**src/rtl/cpu5_instenc_pkg.sv**
```systemverilog
// Shared constants for the cpu5 instruction encoder: request kinds, RV32I
// opcode/funct fields, format selectors and the canonical NOP word.
package cpu5_instenc_pkg;

  typedef enum logic [2:0] {
    KIND_LW   = 3'd0,
    KIND_SW   = 3'd1,
    KIND_ADDI = 3'd2,
    KIND_ADD  = 3'd3,
    KIND_BEQ  = 3'd4,
    KIND_BNE  = 3'd5,
    KIND_JALR = 3'd6,
    KIND_RSVD = 3'd7
  } kind_e;

  typedef enum logic [2:0] {
    CPU5_IMMTYPE_I    = 3'd0,
    CPU5_IMMTYPE_S    = 3'd1,
    CPU5_IMMTYPE_R    = 3'd2,
    CPU5_IMMTYPE_B    = 3'd3,
    CPU5_IMMTYPE_NONE = 3'd4
  } immtype_e;

  localparam logic [6:0] OP_LOAD   = 7'b0000011;
  localparam logic [6:0] OP_STORE  = 7'b0100011;
  localparam logic [6:0] OP_IMM    = 7'b0010011;
  localparam logic [6:0] OP_REG    = 7'b0110011;
  localparam logic [6:0] OP_BRANCH = 7'b1100011;
  localparam logic [6:0] OP_JALR   = 7'b1100111;

  localparam logic [2:0] F3_LW   = 3'b010;
  localparam logic [2:0] F3_SW   = 3'b010;
  localparam logic [2:0] F3_ADDI = 3'b000;
  localparam logic [2:0] F3_ADD  = 3'b000;
  localparam logic [2:0] F3_BEQ  = 3'b000;
  localparam logic [2:0] F3_BNE  = 3'b001;
  localparam logic [2:0] F3_JALR = 3'b000;

  localparam logic [6:0] F7_ADD = 7'b0000000;

  localparam logic [31:0] CPU5_NOP = 32'h0000_0013;

endpackage

```
**src/rtl/cpu5_instenc_if.sv**
```systemverilog
// Request and instruction-memory write bus of the cpu5 instruction encoder.
interface cpu5_instenc_if #(
  parameter int AW = 32
);
  // Both channels are strict valid/ready: a transfer happens on a rising edge
  // where valid and ready are both high; valid never waits on ready, and a
  // raised valid keeps its payload stable until the transfer happens.
  logic          req_valid;
  logic          req_ready;
  logic [2:0]    req_kind;
  logic [4:0]    req_rd;
  logic [4:0]    req_rs1;
  logic [4:0]    req_rs2;
  logic [31:0]   req_imm;
  logic          load_addr_en;
  logic [AW-1:0] load_addr;
  logic          imem_we;
  logic          imem_ready;
  logic [AW-1:0] imem_addr;
  logic [31:0]   imem_wdata;
  logic [15:0]   inst_count;
  logic          err_illegal;

  modport master (
    output req_valid, req_kind, req_rd, req_rs1, req_rs2, req_imm,
    output load_addr_en, load_addr, imem_ready,
    input  req_ready, imem_we, imem_addr, imem_wdata, inst_count, err_illegal
  );

  modport slave (
    input  req_valid, req_kind, req_rd, req_rs1, req_rs2, req_imm,
    input  load_addr_en, load_addr, imem_ready,
    output req_ready, imem_we, imem_addr, imem_wdata, inst_count, err_illegal
  );
endinterface

```
**src/rtl/cpu5_instenc_pack.sv**
```systemverilog
// Combinational RV32I packer: maps a symbolic request to {word, illegal}.
// Also usable on its own as a golden encoder.
module cpu5_instenc_pack
  import cpu5_instenc_pkg::*;
(
  input  logic [2:0]  kind,
  input  logic [4:0]  rd,
  input  logic [4:0]  rs1,
  input  logic [4:0]  rs2,
  input  logic [31:0] imm,
  output logic [31:0] word,
  output logic        illegal
);
  logic [6:0] op;
  logic [2:0] f3;
  immtype_e   fmt;
  logic       fits12;
  logic       fits13;

  // Range tests as sign-extension checks; branch offsets must also be even.
  assign fits12 = (imm[31:11] == {21{imm[11]}});
  assign fits13 = (imm[31:12] == {20{imm[12]}}) && !imm[0];

  always_comb begin
    op  = OP_IMM;
    f3  = 3'b000;
    fmt = CPU5_IMMTYPE_NONE;
    case (kind_e'(kind))
      KIND_LW:   begin op = OP_LOAD;   f3 = F3_LW;   fmt = CPU5_IMMTYPE_I; end
      KIND_SW:   begin op = OP_STORE;  f3 = F3_SW;   fmt = CPU5_IMMTYPE_S; end
      KIND_ADDI: begin op = OP_IMM;    f3 = F3_ADDI; fmt = CPU5_IMMTYPE_I; end
      KIND_ADD:  begin op = OP_REG;    f3 = F3_ADD;  fmt = CPU5_IMMTYPE_R; end
      KIND_BEQ:  begin op = OP_BRANCH; f3 = F3_BEQ;  fmt = CPU5_IMMTYPE_B; end
      KIND_BNE:  begin op = OP_BRANCH; f3 = F3_BNE;  fmt = CPU5_IMMTYPE_B; end
      KIND_JALR: begin op = OP_JALR;   f3 = F3_JALR; fmt = CPU5_IMMTYPE_I; end
      default:   ;
    endcase

    word    = '0;
    illegal = 1'b1;
    case (fmt)
      CPU5_IMMTYPE_I: begin
        word    = {imm[11:0], rs1, f3, rd, op};
        illegal = !fits12;
      end
      CPU5_IMMTYPE_S: begin
        word    = {imm[11:5], rs2, rs1, f3, imm[4:0], op};
        illegal = !fits12;
      end
      CPU5_IMMTYPE_R: begin
        word    = {F7_ADD, rs2, rs1, f3, rd, op};
        illegal = 1'b0;
      end
      CPU5_IMMTYPE_B: begin
        word    = {imm[12], imm[10:5], rs2, rs1, f3, imm[4:1], imm[11], op};
        illegal = !fits13;
      end
      default: ;
    endcase
  end
endmodule

```
**src/rtl/cpu5_instenc.sv**
```systemverilog
// cpu5 instruction encoder top: one-entry output register, write-address
// counter, completed-write counter and sticky illegal-request flag.
module cpu5_instenc
  import cpu5_instenc_pkg::*;
#(
  parameter int            AW         = 32,
  parameter logic [AW-1:0] ADDR_RESET = '0
) (
  input  logic           clk,
  input  logic           reset,
  cpu5_instenc_if.slave  bus
);
  logic          out_valid;
  logic [AW-1:0] out_addr;
  logic [31:0]   out_data;
  logic [AW-1:0] wr_addr;
  logic [15:0]   cnt;
  logic          err;

  logic          req_ready;
  logic          wr_fire;
  logic          req_fire;
  logic          load_apply;
  logic [AW-1:0] acc_addr;
  logic [31:0]   enc_word;
  logic          enc_illegal;
  logic          unused_addr_lsb;

  cpu5_instenc_pack u_pack (
    .kind    (bus.req_kind),
    .rd      (bus.req_rd),
    .rs1     (bus.req_rs1),
    .rs2     (bus.req_rs2),
    .imm     (bus.req_imm),
    .word    (enc_word),
    .illegal (enc_illegal)
  );

  assign req_ready  = !bus.load_addr_en && (!out_valid || bus.imem_ready);
  assign wr_fire    = out_valid && bus.imem_ready;
  assign req_fire   = bus.req_valid && req_ready;
  assign load_apply = bus.load_addr_en && !out_valid;
  // When the pending write drains in the same cycle, the new word takes the
  // following address so streaming keeps one instruction per cycle.
  assign acc_addr   = wr_fire ? wr_addr + AW'(4) : wr_addr;
  assign unused_addr_lsb = ^bus.load_addr[1:0];

  always_ff @(posedge clk) begin
    if (reset) begin
      out_valid <= 1'b0;
      out_addr  <= ADDR_RESET;
      out_data  <= '0;
      wr_addr   <= ADDR_RESET;
      cnt       <= '0;
      err       <= 1'b0;
    end else begin
      if (wr_fire) begin
        out_valid <= 1'b0;
        wr_addr   <= wr_addr + AW'(4);
        cnt       <= cnt + 16'd1;
      end
      if (load_apply) begin
        wr_addr <= {bus.load_addr[AW-1:2], 2'b00};
      end
      if (req_fire) begin
        if (enc_illegal) begin
          err <= 1'b1;
        end else begin
          out_valid <= 1'b1;
          out_addr  <= acc_addr;
          out_data  <= enc_word;
        end
      end
    end
  end

  assign bus.req_ready   = req_ready;
  assign bus.imem_we     = out_valid;
  assign bus.imem_addr   = out_addr;
  assign bus.imem_wdata  = out_data;
  assign bus.inst_count  = cnt;
  assign bus.err_illegal = err;
endmodule

```
**src/flat_wrapper.sv**
```systemverilog
// flat-port wrapper written by rule: the top's interface ports become plain ports
module cpu5_instenc_flat import cpu5_instenc_pkg::*;
#(
  parameter int            AW         = 32,
  parameter logic [AW-1:0] ADDR_RESET = '0
)
  (clk, reset, bus_req_valid, bus_req_kind, bus_req_rd, bus_req_rs1, bus_req_rs2, bus_req_imm, bus_load_addr_en, bus_load_addr, bus_imem_ready, bus_req_ready, bus_imem_we, bus_imem_addr, bus_imem_wdata, bus_inst_count, bus_err_illegal);
  cpu5_instenc_if #(.AW(AW)) bus_i ();
  input  logic clk;
  input  logic reset;
  input wire logic [$bits(bus_i.req_valid)-1:0] bus_req_valid;
  input wire logic [$bits(bus_i.req_kind)-1:0] bus_req_kind;
  input wire logic [$bits(bus_i.req_rd)-1:0] bus_req_rd;
  input wire logic [$bits(bus_i.req_rs1)-1:0] bus_req_rs1;
  input wire logic [$bits(bus_i.req_rs2)-1:0] bus_req_rs2;
  input wire logic [$bits(bus_i.req_imm)-1:0] bus_req_imm;
  input wire logic [$bits(bus_i.load_addr_en)-1:0] bus_load_addr_en;
  input wire logic [$bits(bus_i.load_addr)-1:0] bus_load_addr;
  input wire logic [$bits(bus_i.imem_ready)-1:0] bus_imem_ready;
  output wire logic [$bits(bus_i.req_ready)-1:0] bus_req_ready;
  output wire logic [$bits(bus_i.imem_we)-1:0] bus_imem_we;
  output wire logic [$bits(bus_i.imem_addr)-1:0] bus_imem_addr;
  output wire logic [$bits(bus_i.imem_wdata)-1:0] bus_imem_wdata;
  output wire logic [$bits(bus_i.inst_count)-1:0] bus_inst_count;
  output wire logic [$bits(bus_i.err_illegal)-1:0] bus_err_illegal;
  assign bus_i.req_valid = bus_req_valid;
  assign bus_i.req_kind = bus_req_kind;
  assign bus_i.req_rd = bus_req_rd;
  assign bus_i.req_rs1 = bus_req_rs1;
  assign bus_i.req_rs2 = bus_req_rs2;
  assign bus_i.req_imm = bus_req_imm;
  assign bus_i.load_addr_en = bus_load_addr_en;
  assign bus_i.load_addr = bus_load_addr;
  assign bus_i.imem_ready = bus_imem_ready;
  assign bus_req_ready = bus_i.req_ready;
  assign bus_imem_we = bus_i.imem_we;
  assign bus_imem_addr = bus_i.imem_addr;
  assign bus_imem_wdata = bus_i.imem_wdata;
  assign bus_inst_count = bus_i.inst_count;
  assign bus_err_illegal = bus_i.err_illegal;
  cpu5_instenc #(.AW(AW), .ADDR_RESET(ADDR_RESET)) u_core (.clk(clk), .reset(reset), .bus(bus_i));
endmodule
```
**config.mk**
```make
export PLATFORM = sky130hd
export DESIGN_NAME = cpu5_instenc_flat
export DESIGN_NICKNAME = d
export VERILOG_FILES = /design/src/rtl/cpu5_instenc_pkg.sv /design/src/rtl/cpu5_instenc_if.sv /design/src/rtl/cpu5_instenc_pack.sv /design/src/rtl/cpu5_instenc.sv /design/src/flat_wrapper.sv
export SDC_FILE = /design/constraint.sdc
export NUM_CORES = 1
export LEC_CHECK = 0
export ABC_AREA = 0
export BUFFER_PORTS_ARGS = -buffer_cell sky130_fd_sc_hd__buf_2
export CORE_ASPECT_RATIO = 1.25
export CORE_UTILIZATION = 45
export CTS_BUF_LIST = sky130_fd_sc_hd__clkbuf_4 sky130_fd_sc_hd__clkbuf_8
export DETAILED_ROUTE_END_ITERATION = 6
export PLACE_DENSITY = 0.76
export SYNTH_ARGS = -nofsm -noshare
export SYNTH_HDL_FRONTEND = slang
export SYNTH_SLANG_ARGS = --single-unit
```
**constraint.sdc**
```tcl
create_clock -name clk -period 2 [get_ports clk]
set_input_delay 0 -clock clk [delete_from_list [all_inputs] [get_ports clk]]
set_output_delay 0 -clock clk [all_outputs]
set_load 0.005 [all_outputs]
```
==> metrics.md, run 1 <==
| Metric | Value |
|---|---|
| Pwr per Cell Area | 674.2 nW/um^2 |
| Synth top area share | 43.93% |
| P&R area growth vs syn | 33.23% |
| Crit-path cells | nand4_1 > nor4_4 > and4_4 > and4_1 > xnor2_1 > a211oi_2 |
| Total CTS buffers | 9 |
| DR DRC count | 0 |
| R2r setup slk | 0.11 ns |
| Initial DRC Count | 246 |
| Timing-limited maximum frequency | 528.2 MHz |
| GRT Overall Usage | 24.61% |
| Vias in the first global route | 4804 |
| Met2 Use GR | 41.83% |
| Crit path kind | register to register |
| Hold Slack | 0.01208 ns |
| Worst-Skew Late Latency | 0.38 ns |
| Period Utilization, post-route | 94.66% |
| CTS Buffer Depth | 2 |
| Via/cell ratio | 5.613 |
| Syn Area/Cell | 8.600 um^2 |
| Die Wd | 95.11 um |
| EDFF count, synth | 0 |
| Static leakage | 2.708 nW |
| Top_reg_cell synth | dfxtp_1 |
| Largest net degree at the start of global routing | 61 |
| Final Util | 61.50% |
| Row cnt | 42 |
| Share of layout cells above drive strength 1 | 28.29% |
| Starting Density | 46.16% |
| Placed inst area | 5839 um^2 |
| Clk Tree Root Cell | clkbuf_8 |
| WL final | 13470 um |
| Final cell count without fillers | 892 |
| # diodes | 0 |
| Post-synthesis cell area | 4876 um^2 |
| First-pass GRT wire length | 22070 um |
| Clock sink count | 107 |
| Final nets | 844 |
| Inst Count DP | 833 |
| Final hold viol count | 0 |
| Crit path max fanout | 4 |
| Final min period | 1.893 ns |
| Clk slew on worst S/H paths | 0.10 ns |
| Yosys warns | 0 |
| Mapped Cells | 567 |
| Post-synthesis sequential area ratio | 43.93% |
| RD Place Congestion | 0.9642 |
| DRT Pass-1 Iters | 5 |
| Critical Path Source Type | register |
| Met1 Resource Use GR | 29.18% |
| Clock skew | 0.009242 ns |
| H-tree depth | 3 |
| Data arrival, critical path | 2.15 ns |
| Actual slew at the worst max-slew pin | 0.5766 ns |
| Commonest non-fill, non-tap cell in the layout | buf_2 |
| Core footprint | 10560 um^2 |
| Io pins | 170 |
| IR drop worst, VDD | 0.0003716 V |
| CP max stage delay | 0.39 ns |
| Post-synthesis cell type count | 45 |
| Routed Antenna Nets | 0 |
| Die span in y | 118.4 um |
| Synth area leader | dfxtp_1 |
| Final setup viols | 0 |
| # port buffers | 163 |
| Worst setup EP type | register |
| Critical Path RT | 2.26 ns |
| Busiest grt layer | met2 |
| CTS tree | done |
| Vias post-DR | 5007 |
| Worst min-delay path category | input pin to register |
| Crit path max-delay family | simple AND/OR/NAND/NOR gates |
| Final non-filler cell area | 6496 um^2 |
| CP max stage cell | dfxtp_1 |
| Wirelength per Cell | 15.10 um |
| Grt total ovfl | 0 |
| FILL cells | 910 |
| Relative slew slack | 61.52% |
| Most frequent cells in the layout | 162 x buf_2, 107 x dfxtp_1, 68 x a211oi_1 |
| Slew Viols, Final | 0 |
| Area contributors post-synth | dfxtp_1 44%, a211oi_1 10%, xor2_1 5.6%, a21oi_1 5.3%, nor2_1 4.4% |
| Async S/R FF share, synth | 0% |
| Max-Cap Viols | 0 |
| Seq cells post-synth | 107 |
| Initial antenna violation count | 0 |
| Dpl hpwl | 9280 um |
| Die area | 11260 um^2 |
| Outcome | finished, final reports clean |
| WP buf/inv | 0 |
| Met3 Use GR | 3.990% |
area by class of cell:
class	instances	area, um^2	share of cell area (%)
sequential	107	2142	32.97
multi-input combinational	407	2502	38.52
tap	132	165.2	2.542
clock buffer	9	123.9	1.907
timing repair buffer	226	1449	22.30
inverter	4	15.01	0.2311
clock inverter	7	98.84	1.522
flip-flops by register name, summed over array words and instances (netlist names):
name and flops:
u_core.bus.err_illegal 1, u_core.wr_addr 30, u_core.bus.imem_addr 30, u_core.bus.imem_we 1, u_core.bus.imem_wdata 29, u_core.bus.inst_count 16
worst paths after layout:
kind | from | end | cells after the start
max | u_core.wr_addr[11] | u_core.wr_addr[31] | 6
min | bus_req_imm[7] | u_core.bus.imem_wdata[27] | 4
max reg2reg | u_core.wr_addr[11] | u_core.wr_addr[31] | 6
min reg2reg | u_core.bus.err_illegal | u_core.bus.err_illegal | 2
logic make-up after synthesis:
kind of cell	after synthesis	share of synthesized area (%)
simple gates	187	19.40
buf+inv	56	5.286
xor+xnor	41	7.365
compound gates	171	23.02
other cells	1	0.07691
fa+ha+maj	2	0.5131
flops	107	43.93
mux	2	0.4106
routing by layer:
metal  vias to the layer above  share of wire, %
met4                         0               2.5
met5                         -                 0
met1                      2319                40
met3                        31               7.1
met2                       216                50
li1                       2441                 -
timing repair:
action	in CTS	in global routing
setup endpoints to repair	0	28
gates resized for setup	0	4
hold buffers	43	0
buffers inserted	0	0
endpoints found under the hold margin	44	0
worst reg2reg max path, stage by stage (launching register included):
cell and delay [ns]:
dfxtp_1 0.39, nand4_1 0.19, nor4_4 0.35, and4_4 0.30, and4_1 0.21, xnor2_1 0.20, a211oi_2 0.12
where the power goes:
group / switching [W] / internal (W)
clock: 0.000776 / 0.000714
combinational: 0.000326 / 0.000285
sequential: 0.0000607 / 0.00222
metrics by stage:
stage / power [W] / TNS [ns] / setup slack [ns]
finish: 0.004380 / 0 / 0.1068
global route: 0.004554 / -0.001627 / -0.001627
CTS: 0.004403 / 0 / 0.06623
detailed placement: 0.002864 / 0 / 0.001761
global placement: 0.002849 / 0 / 0.05894
floorplan: 0.002635 / 0 / 0.04971
Yosys cell counts, types with 5 or more instances:
master      n
a211oi_1   68
xor2_1     31
nand2_1    31
a21oi_1    52
nand3_1    25
o21ai_0    24
clkbuf_1   32
dfxtp_1   107
a22oi_1     6
nor3_1     10
buf_2       8
and4_1      5
nor2_1     57
buf_4      10
xnor2_1    10
and3_1     12
a31o_2      7
and2_1      6
nand4_1    19
No activity file was read; power rests on OpenSTA's default activity.
==> run 2, diff against run 1 <==
--- a/config.mk
+++ b/config.mk
@@ -7,11 +7,13 @@
 export LEC_CHECK = 0
 export ABC_AREA = 0
 export BUFFER_PORTS_ARGS = -buffer_cell sky130_fd_sc_hd__buf_2
+export CELL_PAD_IN_SITES_DETAIL_PLACEMENT = 1
+export CELL_PAD_IN_SITES_GLOBAL_PLACEMENT = 2
 export CORE_ASPECT_RATIO = 1.25
-export CORE_UTILIZATION = 45
+export CORE_UTILIZATION = 26
 export CTS_BUF_LIST = sky130_fd_sc_hd__clkbuf_4 sky130_fd_sc_hd__clkbuf_8
 export DETAILED_ROUTE_END_ITERATION = 6
-export PLACE_DENSITY = 0.76
+export PLACE_DENSITY_LB_ADDON = 0.1
 export SYNTH_ARGS = -nofsm -noshare
 export SYNTH_HDL_FRONTEND = slang
 export SYNTH_SLANG_ARGS = --single-unit
==> run 2 against run 1 <==
Compared with the run above: flip-flop and latch count did not move; critical path depth up 1; first-iteration DRC count is 51% lower; total power shrank 2.7%; clock power down 11%; register-to-register slack improved by 0.04 ns; clock skew grew 0.0049 ns; core utilization fell by 25 points; sequential power about the same; combinational power rose by 6.5%; highest routed layer unchanged.
==> metrics.md, run 2 (synthesized netlist as in run 1, its figures left out) <==
| Metric | Value |
|---|---|
| Clock sink count | 107 (unchanged) |
| CTS tree | done (unchanged) |
| Clk slew on worst S/H paths | 0.11 ns (was 0.10 ns) |
| Core footprint | 18240 um^2 (was 10560 um^2) |
| Routed Antenna Nets | 0 (unchanged) |
| Vias post-DR | 4962 (was 5007) |
| First-pass GRT wire length | 26890 um (was 22070 um) |
| Final hold viol count | 0 (unchanged) |
| Largest net degree at the start of global routing | 95 (was 61) |
| Vias in the first global route | 5159 (was 4804) |
| Final min period | 1.856 ns (was 1.893 ns) |
| # port buffers | 163 (unchanged) |
| CTS Buffer Depth | 2 (unchanged) |
| Row cnt | 55 (was 42) |
| Die span in y | 155.1 um (was 118.4 um) |
| Initial antenna violation count | 0 (unchanged) |
| Final nets | 854 (was 844) |
| Clock skew | 0.01418 ns (was 0.009242 ns) |
| Most frequent cells in the layout | 162 x buf_2, 103 x dfxtp_1, 68 x a211oi_1 (was 162 x buf_2, 107 x dfxtp_1, 68 x a211oi_1) |
| Data arrival, critical path | 2.17 ns (was 2.15 ns) |
| Placed inst area | 6012 um^2 (was 5839 um^2) |
| M1 WL | 7516 um (was 5415 um) |
| Crit path kind | register to register (unchanged) |
| Max-Cap Viols | 0 (unchanged) |
| Timing-limited maximum frequency | 538.9 MHz (was 528.2 MHz) |
| Dpl hpwl | 11620 um (was 9280 um) |
| Static leakage | 2.739 nW (was 2.708 nW) |
| DR DRC count | 0 (unchanged) |
| Commonest non-fill, non-tap cell in the layout | buf_2 (unchanged) |
| Uppermost routed layer | met4 (unchanged) |
| Met2 WL | 8349 um (was 6761 um) |
| Final setup viols | 0 (unchanged) |
| Wirelength per Cell | 16.65 um (was 15.10 um) |
| Via/cell ratio | 4.972 (was 5.613) |
| RSZ-0062 raised after global routing | no |
| Share of layout cells above drive strength 1 | 29.48% (was 28.29%) |
| Final non-filler cell area | 6665 um^2 (was 6496 um^2) |
| Final Util | 36.55% (was 61.50%) |
| Actual slew at the worst max-slew pin | 0.6301 ns (was 0.5766 ns) |
| Met3 wire len | 507 um (was 955 um) |
| Pwr per Cell Area | 639.3 nW/um^2 (was 674.2 nW/um^2) |
| RD Place Congestion | 0.7618 (was 0.9642) |
| Slew Viols, Final | 0 (unchanged) |
| GRT Overall Usage | 17.32% (was 24.61%) |
| IR drop worst, VDD | 0.0002758 V (was 0.0003716 V) |
| # diodes | 0 (unchanged) |
| Outcome | finished, final reports clean (unchanged) |
| Relative slew slack | 57.55% (was 61.52%) |
| Hold Slack | 0.03029 ns (was 0.01208 ns) |
| WL final | 16620 um (was 13470 um) |
| P&R area growth vs syn | 36.69% (was 33.23%) |
| Die area | 19310 um^2 (was 11260 um^2) |
| Critical Path RT | 2.31 ns (was 2.26 ns) |
| Final Power | 0.004261 W (was 0.004380 W) |
| Crit path max fanout | 4 (unchanged) |
| Critical Path Source Type | register (unchanged) |
| DRT Pass-1 Iters | 4 (was 5) |
| Die Wd | 124.5 um (was 95.11 um) |
| Initial DRC Count | 120 (was 246) |
| Worst-Skew Late Latency | 0.40 ns (was 0.38 ns) |
| Clk Tree Root Cell | clkbuf_8 (unchanged) |
| Worst setup EP type | register (unchanged) |
| Period Utilization, post-route | 92.78% (was 94.66%) |
| Total CTS buffers | 9 (unchanged) |
| FILL cells | 2188 (was 910) |
| Grt total ovfl | 0 (unchanged) |
| Post-Route Setup TNS | 0 ns (unchanged) |
| Io pins | 170 (unchanged) |
| Starting Density | 26.74% (was 46.16%) |
| H-tree depth | 3 (unchanged) |
| Worst min-delay path category | input pin to register (unchanged) |
[run 2: through the flow]
step	instances	setup WS [ns]
6_report	998	0.1443
5_1_grt	998	0.007204
4_1_cts	997	0.02342
3_5_place_dp	936	-0.06498
3_3_place_gp	936	-0.003040
2_1_floorplan	570	0.04971
[run 2: where the power goes]
group	switching, W	internal, W	leakage, nW
sequential	0.0000590	0.00222	0.875
combinational	0.000351	0.000299	1.77
clock	0.000831	0.000501	0.0908
[run 2: layer usage]
layer  GRT usage [%]  vias to the layer above
met5               0                        -
met4           6.024                        0
met3           2.579                       15
met2           30.78                      103
met1           21.19                     2390
li1                -                     2454
[run 2: cell type report]
class	instances	area [um^2]	area share, %
Inverter	4	15.01	0.2253
Multi-Input combinational cell	407	2502	37.54
Sequential cell	107	2147	32.21
Timing Repair Buffer	236	1529	22.94
Clock inverter	6	48.80	0.7321
Tap cell	228	285.3	4.280
Clock buffer	10	137.6	2.065
[run 2: what timing repair did]
item | CTS | global route
setup endpoints to repair | 0 | 24
setup buffers | 0 | 1
gates resized for setup | 0 | 6
hold buffers | 45 | 0
hold endpoints to repair | 45 | 0
[run 2: worst paths after layout]
kind | start | to | slack [ns] | cells past startpoint
setup reg to reg | u_core.wr_addr[7] | u_core.wr_addr[29] | 0.14 | 7
hold / removal | bus_req_rs2[2] | u_core.bus.imem_wdata[22] | 0.03 | 3
setup / recovery | u_core.wr_addr[7] | u_core.wr_addr[29] | 0.14 | 7
hold reg to reg | u_core.bus.err_illegal | u_core.bus.err_illegal | 0.45 | 2
[run 2: worst max-delay path: stages (launching register included)]
cell and delay (ns):
dfxtp_2 0.36, nand4_1 0.17, nor4_4 0.37, and4_1 0.25, buf_4 0.14, nand4_1 0.11, xor2_1 0.17, a211oi_1 0.22
